===== config.mk =====
export PLATFORM = sky130hd
export DESIGN_NAME = jk_bank
export DESIGN_NICKNAME = d
export VERILOG_FILES = /design/src/rtl/jk_bank.sv
export SDC_FILE = /design/constraint.sdc
export NUM_CORES = 1
export LEC_CHECK = 0
export BUFFER_PORTS_ARGS = -buffer_cell sky130_fd_sc_hd__buf_2
export CORE_MARGIN = 2
export CORE_UTILIZATION = 47
export CTS_BUF_LIST = sky130_fd_sc_hd__clkbuf_8 sky130_fd_sc_hd__clkbuf_16
export DETAILED_ROUTE_END_ITERATION = 10
export PLACE_DENSITY = 0.82
export SYNTH_ARGS = -nofsm -noshare
export SYNTH_HDL_FRONTEND = slang
export SYNTH_SLANG_ARGS = --single-unit

===== constraint.sdc =====
create_clock -name clk -period 4 [get_ports clk]
set_clock_uncertainty 0.1 [all_clocks]
set_input_delay 1 -clock clk [delete_from_list [all_inputs] [get_ports clk]]
set_output_delay 1 -clock clk [all_outputs]
set_load 0.03 [all_outputs]

===== src/rtl/jk_bank.sv =====
// jk_bank: WIDTH-bit JK register bank with up/down counter and parallel load modes; optional toggle counter under JK_BANK_TOGGLE_CNT_EN.
// Latency: q, carry and toggles are registered and update 1 cycle after the sampling edge; qn is combinational from q.
// Backpressure: none; en=0 holds q and toggles and forces carry low.
module jk_bank #(
   parameter int                 WIDTH     = 8,
   parameter logic [WIDTH-1:0]   RESET_VAL = '0,
   parameter int                 CNT_W     = 16
) (
   input  logic              clk,
   input  logic              rst_n,
   input  logic              en,
   input  logic [1:0]        mode,
   input  logic [WIDTH-1:0]  j,
   input  logic [WIDTH-1:0]  k,
   output logic [WIDTH-1:0]  q,
   output logic [WIDTH-1:0]  qn,
   output logic              carry,
   output logic [CNT_W-1:0]  toggles
);

   typedef enum logic [1:0] {
      MODE_BANK  = 2'b00,
      MODE_UP    = 2'b01,
      MODE_DOWN  = 2'b10,
      MODE_LOAD  = 2'b11
   } mode_e;

   localparam logic [WIDTH-1:0] ONE = WIDTH'(1);

   mode_e            mode_sel;
   logic [WIDTH-1:0] bank_nxt;
   logic [WIDTH-1:0] up_nxt;
   logic [WIDTH-1:0] down_nxt;
   logic             up_wrap;
   logic             down_wrap;
   logic [WIDTH-1:0] q_nxt;
   logic             carry_nxt;
   logic             q_changes;

   assign mode_sel = mode_e'(mode);

   // Per-bit JK characteristic: set where J and not Q, keep where Q and not K.
   always_comb begin
      bank_nxt = (j & ~q) | (~k & q);
   end

   // Counter candidates and their wrap conditions, evaluated on the current q.
   always_comb begin
      up_nxt    = q + ONE;
      down_nxt  = q - ONE;
      up_wrap   = &q;
      down_wrap = ~|q;
   end

   // Select next state and carry; hold and no carry unless enabled.
   always_comb begin
      q_nxt     = q;
      carry_nxt = 1'b0;
      if (en) begin
         case (mode_sel)
            MODE_BANK: begin
               q_nxt = bank_nxt;
            end
            MODE_UP: begin
               q_nxt     = up_nxt;
               carry_nxt = up_wrap;
            end
            MODE_DOWN: begin
               q_nxt     = down_nxt;
               carry_nxt = down_wrap;
            end
            MODE_LOAD: begin
               q_nxt = j;
            end
            default: begin
               q_nxt     = q;
               carry_nxt = 1'b0;
            end
         endcase
      end
   end

   // An edge counts as a toggle event only when the stored value actually moves.
   always_comb begin
      q_changes = en && (q_nxt != q);
   end

   // State register with synchronous reset overriding enable and mode.
   always_ff @(posedge clk) begin
      if (!rst_n) begin
         q     <= RESET_VAL;
         carry <= 1'b0;
      end else begin
         q     <= q_nxt;
         carry <= carry_nxt;
      end
   end

   assign qn = ~q;

`ifdef JK_BANK_TOGGLE_CNT_EN
   localparam logic [CNT_W-1:0] TOG_MAX = '1;
   localparam logic [CNT_W-1:0] TOG_ONE = CNT_W'(1);

   logic [CNT_W-1:0] tog_cnt;

   // Saturating count of edges where q changed; cleared only by reset.
   always_ff @(posedge clk) begin
      if (!rst_n) begin
         tog_cnt <= '0;
      end else if (q_changes && (tog_cnt != TOG_MAX)) begin
         tog_cnt <= tog_cnt + TOG_ONE;
      end
   end

   assign toggles = tog_cnt;
`else
   logic unused_changes;
   assign unused_changes = q_changes;
   assign toggles        = '0;
`endif

endmodule


==> impl_metrics.json <==
{
  "insertedDiodeCount": 0,
  "synth_top_cells_by_area": "dfxtp_1 15%, buf_4 13%, ha_1 6.4%",
  "crit_path_cell_trace": "buf_2, inv_1, ha_1, xor2_1, ha_1, a21boi_0, o22ai_1, o31a_1, o221ai_1, mux2i_1, a21o_1",
  "final-hold-violation-count": 0,
  "cts.root.buffer_cell": "clkbuf_8",
  "grtUsageTotal_pct": 20.89,
  "seqCellArea_sq_um": 180.2,
  "post-dp-hpwl_mm": 2.083,
  "cp.arrival_ns": 2.90,
  "fin_crit_sh_pct": 71.75,
  "post_drt_antenna_nets": 0,
  "drt_pass1_iterations": 4,
  "dominantRegCellSynth": "dfxtp_1",
  "antenna_found_initial": 0,
  "core_region_area_sq_um": 2432,
  "achievable-frequency_ghz": 0.3484,
  "tritoncts_num_sinks": 9,
  "power.density_cell_area_nw_per_um2": 308.3,
  "hold-path-endpoint": "q[7]",
  "timing.critical_path.required_ns": 4.03,
  "setup_viol": 0,
  "cts_setup_buffers": 0,
  "design_area_sq_um": 1319,
  "status": "complete, no violations",
  "grt.overflow.total": 0,
  "netlist-cell-type-count": 41,
  "synthesis.area_sq_um": 1179,
  "first_global_vias": 1048,
  "endpoint_kind": "flip-flop",
  "crit_path_start_kind": "input pin",
  "highest_net_fanout_along_the_worst_path": 3,
  "holdCritPathClass": "reg -> reg",
  "share_of_the_synthesized_area_in_the_top_cell_type_pct": 15.29,
  "worst_path_max_stage_delay_ns": 0.30,
  "synth_seq_area_share_pct": 15.29,
  "cts_inserted_buffers": 3,
  "netlist_top_cells_count": "21 x buf_4, 14 x o21ai_0, 13 x inv_1, 13 x nand2_1, 9 x dfxtp_1",
  "gpl.final_weighted_congestion": 0.8030,
  "ys_seq_elements": 9,
  "ys_warn_count": 0,
  "grt_max_degree": 21,
  "multi_input_comb_area_sq_um": 814.5,
  "synth.largest_area_cell": "dfxtp_1",
  "die-width_um": 54.08,
  "r2r.worst_path.cells": 8,
  "htreeDepth": 1,
  "design.final.nets": 216,
  "grt_pass1_wl_mm": 4.574,
  "synth_cells": 159,
  "number_of_maximum_capacitance_violations": 0,
  "dieArea_sq_um": 2924,
  "wirelength_mm": 2.796,
  "io_buffers": 37,
  "via_count": 1210,
  "critPathSlowestCell": "o31a_1",
  "design.portCount": 54,
  "detail_route.wl_per_cell_um": 12.83,
  "filler_cell_count": 245,
  "synth_area_per_cell_sq_um": 7.413,
  "floorplan.initialDensity_pct": 48.46,
  "final_max_slew_viol_count": 0,
  "cts-hold-fix-buffers": 0,
  "tritoncts_clock_tree": "yes",
  "detailed_place.area_sq_um": 1274,
  "clk-insertion-delay-late_ns": 0.23,
  "die_height_um": 54.08,
  "initialDrtViolationCount": 23,
  "flow.area_growth_from_synthesis_pct": 11.89,
  "vdd_drop_max_uv": 304.8,
  "hold_path.startpoint": "q[7]",
  "fin_crit_period_ns": 2.870,
  "cts_resized": 0,
  "drc_errors": 0,
  "r2r_end": "q[6]",
  "crit_top_cell": "ha_1",
  "clock_tree_buffer_depth": 2,
  "timing.setup.critical_path_class": "in -> reg",
  "grt_setup_unrepaired": "false",
  "post-synth-top-count-cell": "buf_4",
  "r2r-start": "q[1]",
  "ratio_of_cells_with_drive_above_1_in_the_final_layout_pct": 23.94,
  "fp-row-count": 18,
  "synth_enable_flop_cells": 0,
  "synth-async-reset-ratio_pct": 0,
  "worst-r2r-setup-slack_ns": 1.64,
  "hold-path-cell-count": 2,
  "total_neg_setup_slack_ns": 0,
  "clk_transition_reported_paths_ns": 0.05,
  "cellLeakagePower_nw": 0.6025,
  "detail_route.vias_per_cell": 5.550
}
critical path, delay by kind of cell:
family | cells | cell delay (ns)
fa+ha+maj | 2 | 0.40
xor+xnor | 1 | 0.17
compound gates | 5 | 1.01
mux | 1 | 0.11
buf+inv | 2 | 0.21
cells in the final DEF (no fill, tap or decap), drive strengths merged, types with 2 or more instances in the layout:
cell	instances
buf	38
conb	16
inv	14
o21ai	14
nand2	13
dfxtp	9
nand3	7
a221oi	7
xnor2	6
mux2i	6
a21oi	6
ha	6
xor2	4
nor2	4
o22ai	3
nor3	3
clkbuf	3
a211oi	3
o31a	2
nor4b	2
nand4	2
o221ai	2
a21o	2
routing by layer:
layer	global-route usage (%)	vias up	routed length (um)
met2	34.35	41	1276
met3	1.667	2	147
li1	-	603	-
met4	6.667	0	19
met5	0	-	0
met1	28.76	564	1352
metrics by stage:
stage,power [W],instances,util [%],hold slack [ns],setup WS [ns]
floorplan,0.0002707,174,-,0.6354,0.8676
global placement,0.0002976,214,52.37,0.5017,0.9683
detailed placement,0.0002991,214,52.37,0.5018,0.9208
CTS,0.0004042,218,54.22,0.5120,1.143
global route,0.0004291,218,54.22,0.5670,0.9083
finish,0.0004065,218,54.22,0.5144,1.130
power by group:
group          internal, W  switching, W
combinational    0.0000634      0.000116
clock            0.0000672     0.0000394
sequential       0.0000980     0.0000227
total             0.000229      0.000178
final cells by class:
class / count / share of cell area, %
Clock buffer: 3 / 3.131
Clock inverter: 1 / 0.2846
Inverter: 13 / 3.700
Multi-Input combinational cell: 124 / 61.76
Sequential cell: 9 / 13.66
Tap cell: 30 / 2.846
Timing Repair Buffer: 38 / 14.61
cells by family (layout without fill, tap and decap cells):
group / Yosys count / in the layout / synth area share, %
adders and majority gates: 6 / 6 / 6.369
DFF: 9 / 9 / 15.29
and+or+nand+nor: 38 / 38 / 16.99
other: 1 / 16 / 0.3182
buffers and inverters: 41 / 55 / 20.38
muxes: 6 / 6 / 5.096
xor gates and xnor gates: 10 / 10 / 7.431
AOI/OAI and AO/OA: 48 / 48 / 28.13
registers in the layout, summed over array words and instances (netlist names):
| register | count |
|---|---|
| carry | 1 |
| q | 8 |
how the worst max path moves through the flow:
stage / endpoint / depth (start not counted) / slack (ns) / from
2_1_floorplan: q[6] / 12 / 0.87 / mode[0]
3_3_place_gp: q[6] / 11 / 0.97 / mode[0]
3_5_place_dp: q[6] / 11 / 0.92 / mode[0]
4_1_cts: q[6] / 11 / 1.14 / mode[0]
5_1_grt: q[6] / 11 / 0.91 / mode[0]
6_report: q[6] / 11 / 1.13 / mode[0]
Note: power is estimated with default switching activity, not from simulation.
